## config.mk

```make
export PLATFORM = sky130hd
export DESIGN_NAME = data_memory_arbiter
export DESIGN_NICKNAME = d
export VERILOG_FILES = /design/src/rtl/data_mem_pkg.sv /design/src/rtl/rr_arbiter.sv /design/src/rtl/data_memory_arbiter.sv
export SDC_FILE = /design/constraint.sdc
export NUM_CORES = 1
export LEC_CHECK = 0
export BUFFER_PORTS_ARGS = -buffer_cell sky130_fd_sc_hd__buf_2
export CAP_MARGIN = 5
export CORE_MARGIN = 2
export CORE_UTILIZATION = 43
export DETAILED_ROUTE_END_ITERATION = 10
export PLACE_DENSITY = 0.78
export RECOVER_POWER = 50
export SYNTH_ARGS = -nofsm -noshare
export SYNTH_HDL_FRONTEND = slang
export SYNTH_SLANG_ARGS = --single-unit
```

## constraint.sdc

```tcl
create_clock -name clk -period 2 [get_ports clk]
set_clock_uncertainty 0.05 [all_clocks]
set_input_delay 0.4 -clock clk [delete_from_list [all_inputs] [get_ports clk]]
set_output_delay 0.4 -clock clk [all_outputs]
set_load 0.05 [all_outputs]
```

## src/rtl/data_mem_pkg.sv

```systemverilog
// Shared types and default geometry for the Data_Memory arbiter and the memory it fronts.
package data_mem_pkg;

    localparam int WIDTH_DEF = 8;
    localparam int DEPTH_DEF = 8;

    typedef enum logic [2:0] {
        IDLE    = 3'd0,
        WRITE   = 3'd1,
        READ    = 3'd2,
        CAPTURE = 3'd3,
        RESP    = 3'd4
    } state_t;

endpackage

```

## src/rtl/rr_arbiter.sv

```systemverilog
// Combinational round-robin pick: first asserted request after ptr, wrapping.
module rr_arbiter #(
    parameter int NUM_REQ = 2,
    parameter int IDX_W   = (NUM_REQ > 1) ? $clog2(NUM_REQ) : 1
) (
    input  logic [NUM_REQ-1:0] req,
    input  logic [IDX_W-1:0]   ptr,
    input  logic               en,
    output logic [NUM_REQ-1:0] grant,
    output logic [IDX_W-1:0]   idx
);

    always_comb begin
        int  cand;
        logic hit;
        grant = '0;
        idx   = '0;
        cand  = 0;
        hit   = 1'b0;
        if (en) begin
            // k = NUM_REQ revisits ptr itself, so the last winner is lowest priority
            for (int k = 1; k <= NUM_REQ; k++) begin
                cand = (int'(ptr) + k) % NUM_REQ;
                if (!hit && req[cand]) begin
                    hit         = 1'b1;
                    grant[cand] = 1'b1;
                    idx         = IDX_W'(cand);
                end
            end
        end
    end

endmodule

```

## src/rtl/data_memory_arbiter.sv

```systemverilog
// Round-robin front end that shares one single-port sync-read Data_Memory among NUM_REQ requesters.
//   state   | meaning
//   IDLE    | arbitrate; accept one command (req_ready pulse)
//   WRITE   | mem_wen high for one cycle with captured addr/data
//   READ    | captured address on the memory pins
//   CAPTURE | memory output valid; latched into rsp_rdata
//   RESP    | rsp_valid to granted requester until its rsp_ready
module data_memory_arbiter
    import data_mem_pkg::*;
#(
    parameter int WIDTH   = WIDTH_DEF,
    parameter int DEPTH   = DEPTH_DEF,
    parameter int ADDR_W  = $clog2(DEPTH),
    parameter int NUM_REQ = 2
) (
    input  logic                      clk,
    input  logic                      reset,
    input  logic [NUM_REQ-1:0]        req_valid,
    output logic [NUM_REQ-1:0]        req_ready,
    input  logic [NUM_REQ-1:0]        req_we,
    input  logic [NUM_REQ*ADDR_W-1:0] req_addr,
    input  logic [NUM_REQ*WIDTH-1:0]  req_wdata,
    output logic [NUM_REQ-1:0]        rsp_valid,
    output logic [WIDTH-1:0]          rsp_rdata,
    input  logic [NUM_REQ-1:0]        rsp_ready,
    output logic [ADDR_W-1:0]         mem_address,
    output logic [WIDTH-1:0]          mem_data_in,
    output logic                      mem_wen,
    input  logic [WIDTH-1:0]          mem_data_out
);

    localparam int IDX_W = (NUM_REQ > 1) ? $clog2(NUM_REQ) : 1;

    state_t             state, state_nxt;
    logic [IDX_W-1:0]   last_q;
    logic [IDX_W-1:0]   gnt_idx_q;
    logic [NUM_REQ-1:0] arb_grant;
    logic [IDX_W-1:0]   arb_idx;
    logic [ADDR_W-1:0]  sel_addr;
    logic [WIDTH-1:0]   sel_wdata;
    logic               sel_we;
    logic               accept;

    rr_arbiter #(
        .NUM_REQ (NUM_REQ),
        .IDX_W   (IDX_W)
    ) u_arb (
        .req   (req_valid),
        .ptr   (last_q),
        .en    (state == IDLE),
        .grant (arb_grant),
        .idx   (arb_idx)
    );

    assign sel_addr  = req_addr[arb_idx*ADDR_W +: ADDR_W];
    assign sel_wdata = req_wdata[arb_idx*WIDTH +: WIDTH];
    assign sel_we    = req_we[arb_idx];
    assign accept    = |arb_grant;

    // mem_wen decodes straight from state so it collapses the instant reset asserts
    always_comb begin
        state_nxt = state;
        req_ready = '0;
        rsp_valid = '0;
        mem_wen   = 1'b0;
        case (state)
            IDLE: begin
                if (accept) begin
                    req_ready = arb_grant;
                    state_nxt = sel_we ? WRITE : READ;
                end
            end
            WRITE: begin
                mem_wen   = 1'b1;
                state_nxt = IDLE;
            end
            READ:    state_nxt = CAPTURE;
            CAPTURE: state_nxt = RESP;
            RESP: begin
                rsp_valid[gnt_idx_q] = 1'b1;
                if (rsp_ready[gnt_idx_q]) state_nxt = IDLE;
            end
            default: state_nxt = IDLE;
        endcase
    end

    always_ff @(posedge clk or posedge reset) begin
        if (reset) begin
            state       <= IDLE;
            last_q      <= IDX_W'(NUM_REQ - 1);
            gnt_idx_q   <= '0;
            mem_address <= '0;
            mem_data_in <= '0;
            rsp_rdata   <= '0;
        end else begin
            state <= state_nxt;
            if (state == IDLE && accept) begin
                last_q      <= arb_idx;
                gnt_idx_q   <= arb_idx;
                mem_address <= sel_addr;
                if (sel_we) mem_data_in <= sel_wdata;
            end
            if (state == CAPTURE) rsp_rdata <= mem_data_out;
        end
    end

endmodule
```

==> results of run 1 <==
cell usage in the layout (no fill, tap or decap), types with 2 or more instances in the layout:
cell	instances
o21a_1	2
dfrtp_2	3
clkbuf_1	7
buf_6	3
dfrtp_1	20
nor2_1	2
o21ai_0	3
inv_2	2
mux2_2	10
nand2_1	9
mux2_4	14
a22oi_1	3
buf_4	4
buf_2	51
inv_1	2
clkbuf_4	4
sequential cells by signal (all words and copies together) (netlist names):
| register | cells |
|---|---|
| last_q | 1 |
| mem_address | 3 |
| state | 3 |
| gnt_idx_q | 1 |
| mem_data_in | 8 |
| rsp_rdata | 8 |
critical path, stage by stage (launching register included):
cell	delay (ns)
dfrtp_2	0.47
or3b_4	0.41
nor2_1	0.13
buf_6	0.17
layout make-up:
type / instances / area share [%]
timing repair buffer: 67 / 23.52
tap: 30 / 2.368
sequential: 24 / 38.20
clock buffer: 4 / 2.289
multi-input combinational: 54 / 32.68
inverter: 4 / 0.9471
cells in the mapped netlist, types with 2 or more instances:
library cell,count
o21a_1,2
dfrtp_1,23
inv_2,2
inv_1,2
a22oi_1,3
mux2_2,10
nand2_1,9
mux2_4,14
o21ai_0,3
nor2_1,3
layer usage:
layer / track usage [%] / vias up
li1: - / 435
met2: 31.46 / 34
met3: 2.108 / 4
met5: 0 / -
met1: 19.97 / 435
met4: 7.317 / 0
through the flow:
step                power, mW  instances  setup WS [ns]  util [%]
floorplan               2.272         84       0.002977         -
global placement        2.626        176         0.2611     60.06
detailed placement      2.673        176         0.2026     60.06
CTS                     2.975        183       -0.01181     63.06
global route            3.131        183       0.005698     63.41
finish                  2.974        183        0.05586     63.41
final timing paths:
kind                                 start        endpoint  slack (ns)  cells after the start
hold / removal             mem_data_out[4]    rsp_rdata[4]        0.26                      2
min in group asynchronous            reset    rsp_rdata[1]        0.43                      3
setup / recovery                  state[0]    rsp_valid[0]        0.06                      3
setup reg to reg                  state[1]  mem_data_in[6]        0.20                      6
max in group asynchronous            reset        state[2]        0.63                      3
hold reg to reg                     last_q          last_q        0.43                      2
power by group through the flow:
stage	Combinational [mW]	Clock [mW]	Sequential (mW)
after global placement	1.75	0	0.876
after floorplan	0.704	0	1.57
after CTS	1.84	0.258	0.875
after detailed placement	1.79	0	0.887
final	1.83	0.251	0.892
after global routing	1.92	0.282	0.924
cell families (layout without fill, tap and decap cells):
group,after synthesis,count (layout),share of synthesized area [%]
buf+inv,6,75,2.971
flops,24,24,52.92
compound gates,10,10,5.940
mux,25,25,29.37
simple gates,19,19,8.801
what timing repair did:
item	in CTS	in global routing
gates resized for setup	6	7
setup endpoints to repair	3	4
setup buffers	3	0
pin swaps	0	1
==> summary.txt, run 1 <==
STA
  – Setup Viol. Count Final: 0
  – Setup repair after global routing missed its margin: no
  – Min Tclk post-route: 1.944 ns
  – Fmax: approximately 0.51 GHz
  – Slew Limit Fails: 0
  – Rel. slew slack: 14.74%
  – Tcrit/Tclk final: ~100%
  – Hold Fails Final Rpt: 0
  – Worst-Margin Slew: roughly 1.3 ns
  – Hold Slack: approximately 0.26 ns
  – Total Negative Setup Slacks: 0 ns

Critical path
  – Crit path max fanout: 4
  – WP data arrival: around 1.5 ns
  – WS Path Type: reg2out
  – Worst Path Required: ~1.6 ns
  – Crit path capture type: primary output
  – Startpoint types: flip-flop

Layout
  – Ant diodes: 0
  – Layout Nets: 192
  – Sequential Area: 605.6 um2
  – Area growth, synth to finish: 39.38%
  – Share of cells above drive strength 1: 64.71%
  – Multi-input logic area: about 520 um2
  – Final instance area: 1585 um2
  – Filler instances: 210

Placed design
  – Post-placement cell area: between 1500 and 2000 um2
  – RePlAce Congestion: approximately 0.74
  – Port buffer count: between 60 and 70
  – DP Wirelength: roughly 1.9 mm

Yosys
  – Post-Synthesis Cells: between 80 and 90
  – Synth cell types: 23
  – Syn Area/Cell: 13.54 um2
  – Syn_nets: ~120
  – Synthesized area: about 1100 um2
  – Top_reg_cell synth: dfrtp_1
  – Synth top area cells: dfrtp_1 (51%), mux2_4 (18%), mux2_2 (9.9%)
  – Synth area leader: dfrtp_1
  – Flops & latches, synth: 24
  – Ys Warns: 0
  – Sequential area share after synthesis: a little over half
  – Post-synth ARST share: between 90% and 100%
  – Synth top area share: between 50% and 60%
  – Number of synthesized flops with an enable pin: 0

Pwr
  – Leakage: 0.8259 nW
  – Clock power share: under 10%
  – PD cells: around 1900 nW/um2
  – Switching share of power: 50.07%
  – VDD IR max: roughly 1100 uV
  – Reg power frac: a little under a third
  – Combinational fraction of design power: around 62%
  – P_sw: approximately 1.5 mW
  – Pint: 1.485 mW

Drt
  – WL met3: between 100 and 150 um
  – Final ANT Viol Nets: 0
  – TritonRoute pass-1 iters: 4
  – Iter 0 DRT Violations: 17
  – WL met1: between 1 and 1.5 mm
  – DRC viols: 0
  – Met2 wire len: 1.320 mm
  – Via count: around 900
  – Max Used Layer: met4
  – Routed WL: between 2 and 3 mm
  – DR vias/cell: approximately 5
  – DR WL/cell: approximately 14 um

Die
  – Rows: 18
  – Core footprint: 2500 um2
  – Full die area: 3072 um2
  – Die height: around 55 um
  – Initial Utilization: ~45%
  – Die width: 55.43 um
  – I/O pins: a little over 60

CTS
  – Clk pin slew, worst setup/hold paths: 0.13 ns
  – CTS buffer count: 3
  – Clk root buf: clkbuf_4
  – CTS tree: done
  – Clock Sinks: 24
  – Bufs on Longest Clock Path: 2
  – H-tree Lvls: 1
  – CTS Hold Bufs: 0
  – Insertion delay to the later sink of the worst-skew pair: slightly above 0.3 ns

GRT
  – Initial antenna violation count: 0
  – Global Route Usage Sum: roughly 17%
  – Number of global-route vias before repair: between 900 and 1000
  – Grt total ovfl: 0
  – Largest net degree at the start of global routing: 25
  – First-pass GRT wire length: ~4.2 mm

Run status
  – Status: completed

Min path
  – Min-Delay Path Class: in2reg

Job
  – Max-Cap Viols: 0
Power figures use the tool's default switching activity.
==> run 2, diff against run 1 <==
Settings changed: CORE_MARGIN 2 to 8, CORE_UTILIZATION 43 to 30, PLACE_DENSITY 0.78 to 0.58.
==> run 2 against run 1 <==
- critical endpoint is now rsp_valid[1]
- clock power grew 29%
- utilization shrank 20 points
- combinational power is essentially flat
- critical path type unchanged
- non-clock buffer count shrank 3
- via count shrank 0.99%
- routed wire length grew 18%
- critical path depth is the same
- largest cell class unchanged
==> summary.txt, run 2 (synthesis results as in run 1) <==
STA
  – Fmax: 0.5285 GHz (+2.7%)
  – Tcrit/Tclk final: 94.61% (-2.6 points)
  – Setup Viol. Count Final: 0 (unchanged)
  – Worst-Margin Slew: 0.6249 ns (-0.6541 ns)
  – Rel. slew slack: 58.34% (+44 points)
  – Hold Slack: 0.09447 ns (-0.1648 ns)
  – Min Tclk post-route: 1.892 ns (-0.05187 ns)
  – Total Negative Setup Slacks: 0 ns (unchanged)
  – Worst Slack Setup Final: 0.1077 ns (+0.05187 ns)
  – Setup repair after global routing missed its margin: no
  – Hold Fails Final Rpt: 0 (unchanged)
  – Slew Limit Fails: 0 (unchanged)

Pwr
  – PD cells: 1887 nW/um2 (+0.60%)
  – Combinational fraction of design power: 59.6% (-2.0 points)
  – Leakage: 0.8226 nW (-0.41%)
  – Switching share of power: 49.66% (-0.41 points)
  – Reg power frac: 29.8% (-0.2 points)
  – Pint: 1.527 mW (+2.8%)
  – Power Total: 3.032 mW (+2.0%)
  – VDD IR max: 707.9 uV (-37%)
  – Clock power share: 10.6% (+2.2 points)
  – P_sw: 1.506 mW (+1.1%)

Layout
  – Area growth, synth to finish: 41.25%
  – Ant diodes: 0 (unchanged)
  – Layout Cells excl Fill: 198 (+8.2%)
  – Share of cells above drive strength 1: 64.67% (about the same)
  – Most common cell after layout, fill and taps aside: buf_2
  – Top flop regs: mem_data_in x8, rsp_rdata x8
  – Most frequent cells in the layout: buf_2 (52), dfrtp_1 (21), mux2_4 (14)
  – Layout Nets: 189 (-1.6%)
  – Filler instances: 360 (+71%)

Die
  – Die height: 77.57 um (+40%)
  – I/O pins: 62 (unchanged)
  – Initial Utilization: 31.07% (-14 points)
  – Die width: 77.57 um (+40%)
  – Rows: 22 (+4)
  – Core footprint: 3661 um2 (+46%)
  – Full die area: 6017 um2 (+96%)

Critical path
  – Number of cells on the critical path: 3 (unchanged)
  – FF-to-FF End: mem_data_in[6]
  – Largest stage delay, worst path: 0.46 ns (about the same)
  – Crit path capture type: primary output
  – CP max-delay cell: dfrtp_1
  – Worst r2r src: state[0]
  – Cell family with most CP delay: simple AND/OR/NAND/NOR gates
  – Worst Path Required: 1.55 ns (about the same)
  – WS Path Type: reg2out
  – WP data arrival: 1.44 ns (-0.05 ns)
  – Worst path cell trace: or3b_4 -> nor2_2 -> buf_6
  – Crit path max fanout: 5 (+1)
  – Critical Path End: rsp_valid[1]
  – Startpoint types: flip-flop
  – Worst Reg-to-Reg Cells: 6 (unchanged)
  – R2R setup slack: 0.21 ns (about the same)
  – Crit path from: state[2]
  – Buf/Inv on CP: 1 (unchanged)

Placed design
  – DP Wirelength: 2.380 mm (+24%)
  – Placed cells: 194 (+10%)
  – Port buffer count: 61 (unchanged)
  – Place WS: 0.1981 ns (-0.004483 ns)
  – RePlAce Congestion: 0.7804 (+5.2%)

CTS
  – Bufs on Longest Clock Path: 2 (unchanged)
  – Post-CTS Setup Repair Bufs: 0 (-3)
  – Insertion delay to the later sink of the worst-skew pair: 0.26 ns (-0.05 ns)
  – CTS tree: done
  – Clock Sinks: 24 (unchanged)
  – Clk root buf: clkbuf_8
  – H-tree Lvls: 1 (unchanged)
  – CTS buffer count: 3 (unchanged)
  – Clk pin slew, worst setup/hold paths: 0.08 ns (-0.05 ns)

Drt
  – DR WL/cell: 14.94 um (+8.7%)
  – Iter 0 DRT Violations: 11 (-6)
  – DRC viols: 0 (unchanged)
  – DR vias/cell: 4.540 (-8.5%)
  – Final ANT Viol Nets: 0 (unchanged)
  – Routed WL: 2.959 mm (+18%)
  – Via count: 899 (-0.99%)
  – TritonRoute pass-1 iters: 4 (unchanged)

GRT
  – Largest net degree at the start of global routing: 14 (-44%)
  – Number of global-route vias before repair: 1055 (+8.7%)
  – Global Route Usage Sum: 10.19% (-7.0 points)
  – First-pass GRT wire length: 5.002 mm (+19%)
  – Grt total ovfl: 0 (unchanged)
  – Initial antenna violation count: 0 (unchanged)

Job
  – Max-Cap Viols: 0 (unchanged)

Run status
  – Status: completed

Min path
  – Min-Delay Path Class: in2async
[run 2: worst register-to-register path: cells and delay by family (launching register included)]
kind / cells / cell delay, ns
compound gates: 1 / 0.19
buf+inv: 2 / 0.30
flops: 1 / 0.45
mux: 1 / 0.32
simple gates: 2 / 0.39
[run 2: final cells by class]
class                           instances  area, um2  area share, %
Clock buffer                            4      55.05          3.427
Inverter                                4      15.01         0.9346
Multi-Input combinational cell         54      520.5          32.40
Sequential cell                        24      604.3          37.62
Tap cell                               48      60.06          3.738
Timing Repair Buffer                   64      351.6          21.88
[run 2: power by group through the flow]
| stage | Combinational, mW | Clock, mW | Sequential, mW |
|---|---|---|---|
| floorplan | 0.704 | 0 | 1.57 |
| global placement | 1.78 | 0 | 0.876 |
| detailed placement | 1.80 | 0 | 0.897 |
| CTS | 1.81 | 0.345 | 0.888 |
| global route | 1.91 | 0.372 | 0.933 |
| finish | 1.81 | 0.323 | 0.902 |
[run 2: timing repair]
item | in CTS | in global routing
gates resized for setup | 3 | 11
setup endpoints to repair | 3 | 4
endpoints found under the hold margin | 0 | 0
hold buffers | 0 | 0
[run 2: stage by stage]
step / util [%] / instance area [um2]
final: 43.88 / 1607
after global routing: 43.88 / 1607
after CTS: 43.34 / 1587
after detailed placement: 41.63 / 1524
after global placement: 41.63 / 1524
after floorplan: - / 1142
[run 2: worst min path at each step]
stage                           to  slack, ns  start
global route        mem_data_in[1]       0.14  reset
CTS                 mem_data_in[2]       0.10  reset
detailed placement  mem_data_in[2]       0.40  reset
finish              mem_data_in[1]       0.09  reset
floorplan                gnt_idx_q       0.36  reset
global placement    mem_data_in[7]       0.39  reset
[run 2: per-layer routing]
layer	share of wire (%)	track usage, %
met1	38	9.904
met2	53	18.53
met3	8.2	4.493
met4	1.2	3.962
met5	0	0
==> run 3, diff against run 2 <==
Settings changed: CORE_MARGIN 8 to unset.
==> run 3 against run 2 <==
- flip-flop and latch count stayed put
- critical path depth is the same
- final area decreased by 0.31%
- critical path type unchanged
- sequential power down 2%
- clock power about the same
- largest cell class unchanged
- via count shrank 0.89%
- global-route usage up 2.6 points
- cell count rose by 1.0%
==> summary.txt, run 3 (synthesis results as in run 1) <==
STA
  – Setup repair after global routing missed its margin: yes
  – Worst Slack Setup Final: 0.02887 ns (-0.07886 ns)
  – Min Tclk post-route: 1.971 ns (+0.07886 ns)
  – Setup Viol. Count Final: 0 (unchanged)
  – Fmax: 0.5073 GHz (-4.0%)
  – Rel. slew slack: 16.02% (-42 points)
  – Tcrit/Tclk final: 98.56% (+3.9 points)
  – Worst-Margin Slew: 1.260 ns (+0.6348 ns)
  – Hold Fails Final Rpt: 0 (unchanged)
  – Slew Limit Fails: 0 (unchanged)

CTS
  – Insertion delay to the later sink of the worst-skew pair: 0.26 ns (about the same)
  – H-tree Lvls: 1 (unchanged)
  – CTS tree: done
  – CTS buffer count: 3 (unchanged)
  – Clk pin slew, worst setup/hold paths: 0.09 ns (about the same)
  – Bufs on Longest Clock Path: 2 (unchanged)
  – Clk root buf: clkbuf_8
  – Clock Sinks: 24 (unchanged)
  – CTS Hold Bufs: 0 (unchanged)

GRT
  – Number of global-route vias before repair: 901 (-15%)
  – Global Route Usage Sum: 12.83% (+2.6 points)
  – Largest net degree at the start of global routing: 25 (+11)
  – Initial antenna violation count: 0 (unchanged)
  – First-pass GRT wire length: 4.022 mm (-20%)
  – Grt total ovfl: 0 (unchanged)

Die
  – Die width: 63.57 um (-18%)
  – Die height: 63.57 um (-18%)
  – I/O pins: 62 (unchanged)
  – Initial Utilization: 31.07% (unchanged)
  – Core footprint: 3661 um2 (unchanged)
  – Full die area: 4041 um2 (-33%)
  – Rows: 22 (unchanged)

Critical path
  – WS Path Type: reg2out
  – Worst Reg-to-Reg Cells: 6 (unchanged)
  – Worst Path Required: 1.55 ns (about the same)
  – Startpoint types: flip-flop
  – Crit path capture type: primary output
  – Crit path max fanout: 6 (+1)
  – WP data arrival: 1.52 ns (+0.08 ns)

Layout
  – Top flop regs: mem_data_in x8, rsp_rdata x8
  – Sequential Area: 603.1 um2 (-0.21%)
  – Most frequent cells in the layout: buf_2 (57), dfrtp_1 (22), mux2_4 (14)
  – Ant diodes: 0 (unchanged)
  – Layout Cells excl Fill: 200 (+1.0%)
  – Share of cells above drive strength 1: 67.76% (+3.1 points)
  – Filler instances: 351 (-2.5%)
  – Layout Nets: 191 (+1.1%)
  – Area growth, synth to finish: 40.81%
  – Multi-input logic area: 511.7 um2 (-1.7%)
  – Most common cell after layout, fill and taps aside: buf_2

Placed design
  – Placed cells: 194 (unchanged)
  – Place WS: 0.1421 ns (-0.05599 ns)
  – DP Wirelength: 1.893 mm (-20%)
  – RePlAce Congestion: 0.7131 (-8.6%)
  – Port buffer count: 61 (unchanged)

Min path
  – WHS Path Cells: 3
  – Min-Delay Path Class: in2reg

Drt
  – DR WL/cell: 12.32 um (-18%)
  – DR vias/cell: 4.455 (-1.9%)
  – Final ANT Viol Nets: 0 (unchanged)
  – Routed WL: 2.464 mm (-17%)
  – TritonRoute pass-1 iters: 4 (unchanged)
  – DRC viols: 0 (unchanged)
  – Iter 0 DRT Violations: 20 (+9)
  – Via count: 891 (-0.89%)

Run status
  – Status: completed

Pwr
  – VDD IR max: 668.8 uV (-5.5%)
  – PD cells: 1873 nW/um2 (-0.74%)
  – Leakage: 0.8405 nW (+2.2%)

Job
  – Max-Cap Viols: 0 (unchanged)
==> run 3: area by class of cell <==
type,instances,share of cell area [%]
sequential,24,37.66
multi-input combinational,54,31.95
timing repair buffer,66,22.27
tap,48,3.750
clock buffer,4,3.437
inverter,4,0.9375
==> run 3: through the flow <==
step                      hold WS [ns]  utilization, %  power (mW)  setup TNS, ns  area, um2
after floorplan                 0.3639               -       2.272              0       1142
after global placement          0.4043           41.29       2.612              0       1511
after detailed placement        0.4086           41.29       2.654              0       1511
after CTS                       0.1274           43.44       3.015      -0.003416       1590
after global routing            0.3069           43.75       3.174       -0.04797       1602
final                           0.3042           43.75       3.000              0       1602
==> run 3: timing repair <==
item / CTS / global route
buffers inserted: 1 / 1
endpoints found under the setup margin: 3 / 4
resized for setup: 6 / 3
==> run 3: final timing paths <==
path	start	to	slack (ns)
hold reg to reg	mem_address[0]	mem_address[0]	0.43
max in group asynchronous	reset	state[1]	0.59
setup / recovery	state[1]	rsp_valid[0]	0.03
hold / removal	req_addr[0]	mem_address[0]	0.30
min in group asynchronous	reset	state[2]	0.49
setup reg to reg	state[2]	mem_data_in[6]	0.16
==> run 3: where the power goes <==
| part | total (mW) | leakage (nW) | switching, mW | internal, mW |
|---|---|---|---|---|
| clock | 0.323 | 0.0288 | 0.148 | 0.175 |
| sequential | 0.883 | 0.284 | 0.145 | 0.738 |
| combinational | 1.79 | 0.527 | 1.18 | 0.612 |
==> run 3: critical path, stage by stage (launching register included) <==
cell and delay, ns:
dfrtp_2 0.45, or3b_2 0.51, nor2_2 0.13, buf_6 0.17
==> run 3: layer usage <==
metal | vias up | part of all wire [%] | GRT usage (%)
met4 | 0 | 1.1 | 5.966
met2 | 39 | 48 | 22.34
met5 | - | 0 | 0
met3 | 2 | 5.7 | 1.630
met1 | 421 | 45 | 15.50
li1 | 429 | - | -
